### src/rtl/f1_pkg.sv
// f1_pkg: shared state encoding and lamp-count default for the start-light sequencer
package f1_pkg;
  typedef enum logic [1:0] {IDLE, FILL, HOLD} f1_state_t;
  localparam int F1_LIGHTS_DEFAULT = 8;
endpackage

### src/rtl/f1_step_timer.sv
// f1_step_timer: counts en ticks and flags the last tick of each lamp step
module f1_step_timer #(
  parameter int STEP_W = 16
) (
  input  logic              clk,
  input  logic              rst,
  input  logic              clr,
  input  logic              en,
  input  logic [STEP_W-1:0] step_len,
  output logic              step_done
);
  logic [STEP_W-1:0] r_step_cnt;
  assign step_done = en && (r_step_cnt == step_len - STEP_W'(1));
  // step counter: restarts on every completed step, frozen while en is low
  always_ff @(posedge clk) begin
    if (rst || clr) r_step_cnt <= '0;
    else if (step_done) r_step_cnt <= '0;
    else if (en) r_step_cnt <= r_step_cnt + STEP_W'(1);
  end
endmodule

### src/rtl/f1_light_seq.sv
// f1_light_seq: fills an N-lamp bar one lamp per step, holds, then strobes lights_out
module f1_light_seq
  import f1_pkg::*;
#(
  parameter int N_LIGHTS = F1_LIGHTS_DEFAULT,
  parameter int STEP_W   = 16,
  parameter int DELAY_W  = 7
) (
  input  logic                clk,
  input  logic                rst,
  input  logic                en,
  input  logic                trigger,
  input  logic                abort,
  input  logic                mode,
  input  logic [STEP_W-1:0]   step_ticks,
  input  logic [DELAY_W-1:0]  delay_ticks,
  output logic [N_LIGHTS-1:0] data_out,
  output logic                busy,
  output logic                lights_out
);
  localparam int LIT_W = $clog2(N_LIGHTS + 1);
  f1_state_t           r_state;
  logic [N_LIGHTS-1:0] r_data;
  logic                r_busy;
  logic                r_lights_out;
  logic [LIT_W-1:0]    r_lit;
  logic [DELAY_W-1:0]  r_dly_cnt;
  logic [STEP_W-1:0]   r_step_len;
  logic                w_fill;
  logic                w_step_done;
  assign w_fill     = (r_state == FILL);
  assign data_out   = r_data;
  assign busy       = r_busy;
  assign lights_out = r_lights_out;
  f1_step_timer #(.STEP_W(STEP_W)) u_step_timer (
    .clk       (clk),
    .rst       (rst),
    .clr       (abort || !w_fill),
    .en        (en && w_fill),
    .step_len  (r_step_len),
    .step_done (w_step_done)
  );
  // sequencer: abort behaves like reset but only for this block's state
  always_ff @(posedge clk) begin
    if (rst || abort) begin
      r_state      <= IDLE;
      r_data       <= '0;
      r_busy       <= 1'b0;
      r_lights_out <= 1'b0;
      r_lit        <= '0;
      r_dly_cnt    <= '0;
      r_step_len   <= STEP_W'(1);
    end else begin
      r_lights_out <= 1'b0;
      case (r_state)
        IDLE: begin
          r_data <= '0;
          if (trigger || mode) begin
            r_state    <= FILL;
            r_busy     <= 1'b1;
            r_lit      <= '0;
            r_step_len <= (step_ticks == '0) ? STEP_W'(1) : step_ticks;
          end
        end
        FILL: begin
          if (w_step_done) begin
            r_data <= {r_data[N_LIGHTS-2:0], 1'b1};
            r_lit  <= r_lit + LIT_W'(1);
            if (r_lit == LIT_W'(N_LIGHTS - 1)) begin
              r_state   <= HOLD;
              r_dly_cnt <= delay_ticks;
            end
          end
        end
        HOLD: begin
          if (en) begin
            if (r_dly_cnt == '0) begin
              r_data       <= '0;
              r_busy       <= 1'b0;
              r_lights_out <= 1'b1;
              r_state      <= IDLE;
            end else r_dly_cnt <= r_dly_cnt - DELAY_W'(1);
          end
        end
        default: begin
          r_state <= IDLE;
          r_data  <= '0;
          r_busy  <= 1'b0;
        end
      endcase
    end
  end
endmodule
### config.mk
export PLATFORM = sky130hd
export DESIGN_NAME = f1_light_seq
export DESIGN_NICKNAME = d
export VERILOG_FILES = /design/src/rtl/f1_pkg.sv /design/src/rtl/f1_step_timer.sv /design/src/rtl/f1_light_seq.sv
export SDC_FILE = /design/constraint.sdc
export NUM_CORES = 1
export LEC_CHECK = 0
export ABC_AREA = 1
export BUFFER_PORTS_ARGS = -buffer_cell sky130_fd_sc_hd__buf_2
export CORE_AREA = 2 2 87 89
export DETAILED_ROUTE_END_ITERATION = 7
export DIE_AREA = 0 0 89 91
export PLACE_DENSITY = 0.74
export SYNTH_ARGS = -nofsm -noshare
export SYNTH_HDL_FRONTEND = slang
export SYNTH_SLANG_ARGS = --single-unit
### constraint.sdc
create_clock -name clk -period 4.05 [get_ports clk]
set_input_delay 0.81 -clock clk [delete_from_list [all_inputs] [get_ports clk]]
set_output_delay 0.81 -clock clk [all_outputs]
set_load 0.01 [all_outputs]
Word-level counts from Yosys, hierarchy flattened --
Index checks and enable logic that the tools add are counted.
Storage, ports and cells: register bits 55, bits in latches 0, memory bits (writable) 0, ROM bits 0, input port bits 29, output and inout bits 10, word-level logic and storage cells 69, memories 0
Operators by class: $add $sub $neg 4, $mul 0, div/mod/pow operators 0, $lt $le $gt $ge 0, equality and inequality tests 10, shift operators 0, multiplexer cells 24, bitwise logic cells 3, reduce and logical (&&, ||, !) cells 20
Operators by type and width (number):
- $mux 7 | 4
- $mux 8 | 3
- $add 16x1->16 const B | 1
- $eq 16x16->1 | 1
- $logic_not 16->1 | 1
- $mux 16 | 1
- $pmux 8 s2 | 1
- $sub 16x1->16 const B | 1
- $pmux 7 s2 | 1
- $mux 2 | 5
- $reduce_and 5->1 | 2
- $mux 4 | 2
- $ne 2x2->1 const B | 4
- $pmux 4 s2 | 1
- $logic_not 7->1 | 1
- $sub 7x1->7 const B | 1
- $pmux 2 s3 | 1
- $reduce_and 3->1 | 2
- $add 4x1->4 const B | 1
- $eq 4x3->1 const B | 1
- $logic_or 1x1->1 | 4
- $mux 1 | 4
- $ne 2x1->1 const B | 2
- $reduce_and 4->1 | 1
- 11 further kinds | 15

Logic depth before layout (Yosys ltp) --
Gate-level depths: netlist of the first run.
depth in word-level cells 5, depth in mapped cells 15, mapped depth without buffers 15

By module --
Synthesis of the first run repeated with hierarchy kept, for this count alone.
Second synthesis, totals: cells, all modules 486, area total of the unflattened synthesis 3231.8 um^2
By module, submodules not included:
- f1_light_seq | times used 1, cells an instance 257, area an instance 1824.2 um^2
- f1_step_timer | times used 1, cells an instance 229, area an instance 1407.6 um^2

Worst setup path before layout of the first run --
No wires, ideal clock.
kind in2reg, start point input port en, end point register r_data[0], in the netlist data_out[0], library setup time 132 ps, arrival 2006 ps, slack 1912 ps, stages 11, buffers on the path 0, cells stage by stage inv_1 nor2_2 nand3_1 a21oi_1 nand3_1 nor2_1 nand3_4 nand2_4 nand3_2 nand2_1 a21oi_1
On the way: word-level cells in the longest chain between the ends 4
RTL lines:
- from (decl) | line f1_light_seq.sv:11 | input logic en,
- $logic_and 1x1->1 | line f1_light_seq.sv:39 | .en (en && w_fill),
- $logic_and 1x1->1 | line f1_step_timer.sv:13 | assign step_done = en && (r_step_cnt == step_len - STEP_W'(1));
- $ne 2x1->1 (no source line)
- $reduce_and 3->1 (no source line) *
- to (signal assigned) | line f1_light_seq.sv:67 | r_data <= {r_data[N_LIGHTS-2:0], 1'b1};
- to (decl) | line f1_light_seq.sv:23 | logic [N_LIGHTS-1:0] r_data;
Mark *: on every way between the ends. The rest lies on a longest branch, timed or not. A chain may end at the register's enable or synchronous reset.

==> run_results.csv, run 1 <==
group,metric,value,unit
setup_path,ff2ff_setup_slack,1.51,ns
floorplan,dieHeight,91,um
routing,met1Wirelength,3341,um
setup_path,r2r-start,"r_dly_cnt[0]",
power_and_ir_drop,switching_share,29.76,%
power_and_ir_drop,power_density,298.4,mW/mm^2
timing,min_period_over_period,63.42,%
cts,cts_hold_buf,0,
synth,syn_inst,461,
timing,worst_slack,1.482,ns
routing,highest_layer,"met4",
global_routing,grt_max_degree,18,
outcome,status,"finished clean",
cts,root_buffer,"clkbuf_8",
power_and_ir_drop,pwr-share-seq,53.8,%
finish,diodes,0,
cts,cts_buffers,5,
timing,period_needed,2.568,ns
routing,met3_length,337,um
power_and_ir_drop,vdd_drop_max,0.0001661,V
finish,drive_above_1_share,14.17,%
placement,placed_area,0.003445,mm^2
worst_hold_path,min_from,"data_out[6]",
cts,htree_levels,2,
power_and_ir_drop,p_sw,313.6,uW
worst_hold_path,hold_path_depth,2,
global_routing,antenna_found_initial,0,
synth,synth-edff-count,0,
placement,dp_slack,1.198,ns
setup_path,cp-end-kind,"flip-flop",
finish,fill_cells,746,
cts,cts_sinks,55,
cts,clk_latency,0.32,ns
floorplan,core-area,0.007137,mm^2
routing,drc,0,
flow_run,maxCapViolCount,0,
synth,ys.flop_type,"dfxtp_1",
timing,setup_viol,0,
timing,rsz0062_at_grt,"no",
synth,synth_top_area_share,34.96,%
routing,vias,2996,
synth,syn_nets,495,
timing,maxSlewHeadroom,44.46,%
power_and_ir_drop,comb_power_share,16.6,%
routing,wl_per_cell,11.47,um
synth,netlist_area,0.003149,mm^2
placement,port_buffers,38,
global_routing,grt_usage,18.01,%
timing,clock_skew,0.01566,ns
floorplan,row_count,31,
routing,totalWireLength,6881,um
synth,ys_top_cells_by_area,"dfxtp_1, nand2_1, nor2_1",
timing,slew_viol_final,0,
finish,fin_area,0.003531,mm^2
floorplan,die-area,0.008099,mm^2
setup_path,cp_max_fo,11,
global_routing,grt_pass1_wl,11830,um
cts,cts_setup_buffers,0,
worst_hold_path,worstHoldEndpoint,"data_out[6]",
setup_path,crit_arrival,2.79,ns
setup_path,crit_type,"in -> reg",
routing,drtIter0Drc,103,
cts,clk_pin_slew,0.10,ns
synth,async_flop_share,0,%
setup_path,critical_path_required,4.27,ns
synth,yosysSeqAreaShare,34.96,%
routing,wl_met2,3097,um
global_routing,overflow,0,
synth,avgSynthCellArea,6.831,um^2
synth,ys_warn_count,0,
power_and_ir_drop,p_int,740.1,uW
placement,detailed_place_hpwl,5279,um
timing,tightestPinTransition,0.8301,ns
finish,nNetsFinal,535,
synth,synth_commonest_cells,"nand2_1, nor2_1, dfxtp_1",
setup_path,worstReg2RegEnd,"r_step_len[0]",
worst_hold_path,min_path_type,"reg -> reg",
setup_path,start_kind,"input port",
routing,ant_nets,0,
synth,synth_top_cell_by_area,"dfxtp_1",
finish,syn_to_final_growth,12.12,%
timing,tns,0,ns
floorplan,dieWidth,89,um
global_routing,grt_pass1_vias,2762,
power_and_ir_drop,p_clk_share,29.6,%
cts,cts_resized,0,
floorplan,ios,39,
power_and_ir_drop,p_leak,1.537,nW
setup_path,r2r_cells,12,
synth,synth.most_common_cell,"nand2_1",
placement,gp_congestion,0.8670,
routing,drt_pre_antenna_iters,4,
synth,ys_ff_latch,55,
synth,synth.distinct_cells,36,
timing,timing.hold.ws,0.4778,ns
cts,cts_tree,"built",
timing,finalHoldViolations,0,
floorplan,start_util,44.13,%
timing,fmaxAchievable,0.3893,GHz
routing,vias_per_cell,4.993,
cts,clock_path_buffers,2,
==> area by class of cell <==
type	instances	area (um^2)	area share [%]
Clock inverter	2	17.52	0.4961
Clock buffer	5	68.82	1.949
Timing Repair Buffer	39	197.7	5.599
Inverter	52	195.2	5.528
Sequential cell	55	1101	31.18
Tap cell	99	123.9	3.508
Multi-Input combinational cell	348	1827	51.74
==> state kept, by name, summed over array words and instances, names as in the netlist <==
name	count
busy	1
data_out	8
lights_out	1
r_dly_cnt	7
r_lit	4
r_state	2
r_step_len	16
u_step_timer.r_step_cnt	16
==> worst max path at each step <==
stage / from / endpoint / cells past startpoint
2_1_floorplan: en / data_out[0] / 11
4_1_cts: en / r_step_len[0] / 11
6_report: en / r_step_len[0] / 11
3_3_place_gp: en / r_step_len[0] / 11
3_5_place_dp: en / r_step_len[0] / 11
5_1_grt: r_dly_cnt[0] / r_step_len[8] / 11
==> per-stage QoR <==
stage / power, mW / util, % / std cells
final: 1.054 / 49.47 / 600
after global routing: 1.114 / 49.47 / 600
after CTS: 1.064 / 49.47 / 600
after detailed placement: 0.7525 / 48.26 / 593
after floorplan: 0.7066 / - / 461
after global placement: 0.7479 / 48.26 / 593
==> power by group through the flow <==
stage	Sequential, mW	Clock, mW	Combinational [mW]
CTS	0.567	0.323	0.175
floorplan	0.576	0	0.131
global placement	0.579	0	0.169
finish	0.567	0.312	0.175
global route	0.569	0.344	0.201
detailed placement	0.579	0	0.174
==> layout by cell type (no fill, tap or decap), types with 2 or more instances in the layout <==
master,count
nand3b_1,9
o21ai_0,18
a31oi_1,2
nor2_2,7
xor2_1,14
inv_1,51
nand3_2,3
nor2_4,3
nand2_2,4
xnor2_1,9
nor3_1,4
a21oi_1,24
nor4_1,6
nor2_1,57
clkbuf_8,5
or2_1,2
a32o_1,5
nand4_1,14
nand3_1,24
nand3_4,2
ha_1,5
buf_2,38
nand2_1,125
dfxtp_1,55
==> per-layer routing <==
layer	global-route usage [%]	up-vias
met5	0	-
met4	5.473	0
met3	3.091	10
met2	29.04	57
met1	24.37	1356
li1	-	1573
==> logic make-up (layout without fill, tap and decap cells) <==
group                      Yosys count  after routing  synth area share [%]
AOI/OAI and AO/OA                   54             54                 9.853
xor gates and xnor gates            23             23                 6.397
adders and majority gates            5              5                 1.986
buffers and inverters               58             98                 7.032
DFF                                 55             55                 34.96
muxes                                1              1                0.3179
and+or+nand+nor                    265            265                 39.45
==> worst max-delay path, cell delays in order <==
cell	delay, ns
buf_2	0.10
inv_1	0.12
nand2_2	0.16
o31ai_1	0.13
nor2_1	0.07
nand2_1	0.20
inv_1	0.06
nor2_1	0.63
inv_1	0.27
o22ai_1	0.18
inv_1	0.05
No activity file was read; power rests on OpenSTA's default activity.
==> inputs of run 2 (changes only) <==
Settings changed: PLACE_DENSITY 0.74 to 0.77.
Clock period 4.05 ns to 2.35 ns, I/O delays scaled along.
==> run_results.csv, run 2 (same netlist as run 1, synthesis figures left out) <==
group,metric,value,unit
power_and_ir_drop,p_leak,1.577,nW
cts,clock_path_buffers,2,
cts,cts_buffers,5,
floorplan,dieHeight,91,um
placement,place_inst,597,
timing,period_needed,2.144,ns
timing,tns,0,ns
timing,fmaxAchievable,0.4665,GHz
cts,cts_tree,"built",
floorplan,core-area,0.007137,mm^2
timing,rsz0062_at_grt,"no",
setup_path,crit_arrival,2.41,ns
setup_path,crit_type,"reg -> reg",
finish,final_cell_mix,"nand2_1, nor2_1, dfxtp_1",
cts,cts_hold_buf,0,
timing,maxSlewHeadroom,65.95,%
finish,multi_input_area,0.001849,mm^2
global_routing,grt_max_degree,18,
finish,syn_to_final_growth,14.90,%
cts,clk_latency,0.32,ns
finish,final_common_cell,"nand2_1",
finish,fill_cells,731,
placement,detailed_place_hpwl,5432,um
routing,drc,0,
worst_hold_path,min_path_type,"in -> reg",
timing,worst_slack,0.2062,ns
power_and_ir_drop,vdd_drop_max,0.0003457,V
finish,fin_area,0.003618,mm^2
setup_path,start_kind,"flip-flop",
global_routing,grt_pass1_wl,11790,um
timing,tightestPinTransition,0.5102,ns
finish,diodes,0,
finish,final_util,50.70,%
floorplan,start_util,44.13,%
cts,clk_pin_slew,0.10,ns
finish,drive_above_1_share,15.42,%
floorplan,dieWidth,89,um
global_routing,grt_pass1_vias,2723,
global_routing,antenna_found_initial,0,
floorplan,die-area,0.008099,mm^2
finish,final_cells,605,
routing,vias_per_cell,4.924,
setup_path,worst_path_most_repeated_cell,"nand2_1",
placement,placed_area,0.003475,mm^2
global_routing,grt_usage,18.03,%
floorplan,row_count,31,
timing,min_period_over_period,91.23,%
routing,totalWireLength,7098,um
flow_run,maxCapViolCount,0,
setup_path,cp_max_fo,10,
timing,clock_skew,0.006791,ns
floorplan,ios,39,
setup_path,crit_chain,"inv_1 > ha_4 > nand2_2 > nand2_1 > nand3_1 > nand2_1 > nor2_1 > nand3_1 > nor2_2 > nand3_4 > nand2_4 > nand3_4 > nand2_1 > inv_1 > nor2_1",
cts,htree_levels,2,
global_routing,overflow,0,
power_and_ir_drop,p_total,1.975,mW
routing,drtIter0Drc,150,
placement,dp_slack,0.08958,ns
finish,nNetsFinal,539,
setup_path,cp-end-kind,"flip-flop",
routing,wl_per_cell,11.73,um
routing,ant_nets,0,
routing,vias,2979,
finish,register_area,0.001101,mm^2
power_and_ir_drop,power_density,545.9,mW/mm^2
placement,port_buffers,38,
outcome,status,"finished clean",
cts,cts_sinks,55,
timing,timing.hold.ws,0.3726,ns
timing,finalHoldViolations,0,
setup_path,slowest_delay,0.39,ns
setup_path,critical_path_required,2.62,ns
placement,gp_congestion,0.9325,
cts,root_buffer,"clkbuf_8",
routing,drt_pre_antenna_iters,4,
timing,slew_viol_final,0,
timing,setup_viol,0,
setup_path,cpMaxStageDelayCell,"dfxtp_1",
==> run 2: path summary, 6_finish.rpt <==
| check | end | depth (start not counted) | start | slack, ns |
|---|---|---|---|---|
| worst max register to register | r_dly_cnt[0] | 15 | r_step_len[0] | 0.21 |
| worst max-delay path | r_dly_cnt[0] | 15 | r_step_len[0] | 0.21 |
| worst min-delay path | r_step_len[9] | 3 | step_ticks[9] | 0.37 |
| worst min register to register | data_out[7] | 2 | data_out[6] | 0.49 |
==> run 2: layout make-up <==
| type | count | share of cell area [%] |
|---|---|---|
| sequential | 55 | 30.43 |
| clock buffer | 6 | 2.282 |
| clock inverter | 2 | 1.072 |
| inverter | 52 | 5.394 |
| tap | 99 | 3.423 |
| timing repair buffer | 43 | 6.293 |
| multi-input combinational | 348 | 51.11 |
==> run 2: what timing repair did <==
action | CTS | global route
endpoints found under the setup margin | 0 | 20
resized for setup | 0 | 4
buffers inserted | 0 | 0
==> run 2: power by group <==
part	switching (mW)	internal, mW
logic	0.195	0.117
registers	0.0229	0.954
clock network	0.336	0.351
==> run 2: layer usage <==
| metal | wire length, um | global-route usage, % | vias to the layer above |
|---|---|---|---|
| met2 | 3195 | 28.86 | 83 |
| met5 | 0 | 0 | - |
| met3 | 429 | 3.091 | 8 |
| li1 | - | - | 1580 |
| met4 | 74 | 5.597 | 0 |
| met1 | 3398 | 24.54 | 1308 |
==> run 2: critical path, delay by kind of cell, from the launching register on <==
family	cells	cell delay, ns
AND/OR/NAND/NOR	12	1.37
adder cells (fa/ha/maj)	1	0.19
buffers and inverters	2	0.15
flip-flops	1	0.39
==> inputs of run 3 (changes only) <==
==> constraint.sdc (replaced) <==
create_clock -name clk -period 1.9 [get_ports clk]
set_input_delay 0.19 -clock clk [delete_from_list [all_inputs] [get_ports clk]]
set_output_delay 0.19 -clock clk [all_outputs]
set_load 0.01 [all_outputs]
==> run_results.csv, run 3 (same netlist as run 1, synthesis figures left out) <==
group,metric,value,unit
timing,rsz0062_at_grt,"yes",
global_routing,antenna_found_initial,0,
outcome,status,"finished with violations",
cts,htree_levels,2,
routing,vias_per_cell,5.280,
setup_path,crit_arrival,2.35,ns
finish,final_cells,651,
routing,drt_pre_antenna_iters,4,
finish,final_common_cell,"nand2_1",
finish,syn_to_final_growth,38.18,%
routing,ant_nets,0,
routing,met1Wirelength,3817,um
routing,wl_met2,4462,um
placement,gp_congestion,0.9883,
finish,diodes,0,
routing,vias,3437,
floorplan,core-area,0.007137,mm^2
routing,drtIter0Drc,196,
cts,clk_pin_slew,0.10,ns
timing,min_period_over_period,111.6,%
floorplan,row_count,31,
timing,maxSlewHeadroom,60.66,%
timing,tns,-4.697,ns
finish,final_util,60.97,%
placement,place_inst,628,
power_and_ir_drop,power_density,565.6,mW/mm^2
routing,met3_length,401,um
floorplan,dieWidth,89,um
global_routing,grt_pass1_vias,2976,
timing,slew_viol_final,0,
cts,clock_path_buffers,2,
cts,cts_tree,"built",
cts,cts_hold_buf,0,
setup_path,crit_type,"reg -> reg",
cts,cts_sinks,55,
worst_hold_path,min_path_type,"in -> reg",
floorplan,die-area,0.008099,mm^2
cts,clk_latency,0.31,ns
power_and_ir_drop,p_leak,1.889,nW
finish,drive_above_1_share,35.33,%
timing,finalHoldViolations,0,
placement,dp_slack,-0.2150,ns
setup_path,critical_path_required,2.13,ns
global_routing,overflow,0,
cts,cts_buffers,5,
setup_path,cp_max_fo,5,
timing,clock_skew,0.01125,ns
setup_path,start_kind,"flip-flop",
finish,final_cell_mix,"nand2_1, dfxtp_1, nor2_1",
finish,nNetsFinal,585,
cts,root_buffer,"clkbuf_8",
placement,port_buffers,38,
timing,fmaxAchievable,0.4714,GHz
timing,setup_viol,37,
flow_run,maxCapViolCount,0,
global_routing,grt_max_degree,19,
routing,drc,0,
timing,worst_slack,-0.2211,ns
floorplan,start_util,44.13,%
timing,tightestPinTransition,0.5894,ns
routing,wl_per_cell,13.80,um
routing,totalWireLength,8987,um
global_routing,grt_usage,19.86,%
floorplan,ios,39,
placement,detailed_place_hpwl,5987,um
outcome,violations,"setup timing",
power_and_ir_drop,vdd_drop_max,0.0002827,V
timing,period_needed,2.121,ns
floorplan,dieHeight,91,um
routing,highest_layer,"met4",
global_routing,grt_pass1_wl,12990,um
setup_path,cp-end-kind,"flip-flop",
## run 3: cell count changes in the layout (fill, tap and decap cells not counted), moves of 6 or more
cell / delta
a21oi_2: +8
nor2_1: -12
buf_4: +37
a21oi_1: -8
nor2_4: +9
nand3_1: -8
inv_1: -8
dfxtp_1: -9
dfxtp_2: +8
nand3_2: +6
nand2_1: -22
inv_2: +6
nand2_2: +17
## run 3: area by class of cell
type	instances	area, um^2
Inverter	52	200.2
Sequential cell	55	1115
Clock inverter	3	23.77
Tap cell	99	123.9
Multi-Input combinational cell	349	2171
Timing Repair Buffer	88	649.4
Clock buffer	5	68.82
Fill cell	592	2785
## run 3: power breakdown
group	internal [mW]	switching (mW)	leakage, nW
combinational	0.245	0.327	1.39
clock	0.267	0.407	0.0461
sequential	1.18	0.0342	0.449
## run 3: layer usage
metal / track usage [%] / vias to the layer above
met4: 5.721 / 0
met5: 0 / -
met2: 34.45 / 108
met1: 25.06 / 1624
li1: - / 1682
met3: 3.000 / 23
## run 3: through the flow
stage	hold slack, ns	area [um^2]	total power [mW]
floorplan	0.3003	3154	1.507
global placement	0.4069	3750	1.657
detailed placement	0.4086	3750	1.671
CTS	0.08742	3933	2.361
global route	0.09716	4352	2.582
finish	0.08904	4352	2.461
## run 3: path summary, 6_finish.rpt
path | end | depth (start not counted) | slack, ns | start
max reg2reg | r_state[1] | 12 | -0.22 | r_step_len[2]
min | r_step_len[9] | 3 | 0.09 | step_ticks[9]
max | r_state[1] | 12 | -0.22 | r_step_len[2]
min reg2reg | data_out[1] | 2 | 0.48 | data_out[1]
## run 3: worst max-delay path, stage by stage, from the launching register on
cell     delay [ns]
dfxtp_2        0.37
nor2_4         0.20
buf_4          0.15
nand3_1        0.06
nand2_1        0.12
nand2_1        0.08
nand2_1        0.08
nand4_1        0.15
nor2_4         0.15
nand3_4        0.14
buf_4          0.18
or2_1          0.22
a31oi_1        0.15
## run 3: what timing repair did
item | CTS | global route
setup buffers | 1 | 11
resized for setup | 21 | 80
pin swaps | 9 | 30
cloned | 1 | 2
hold endpoints to repair | 0 | 0
setup endpoints to repair | 37 | 46
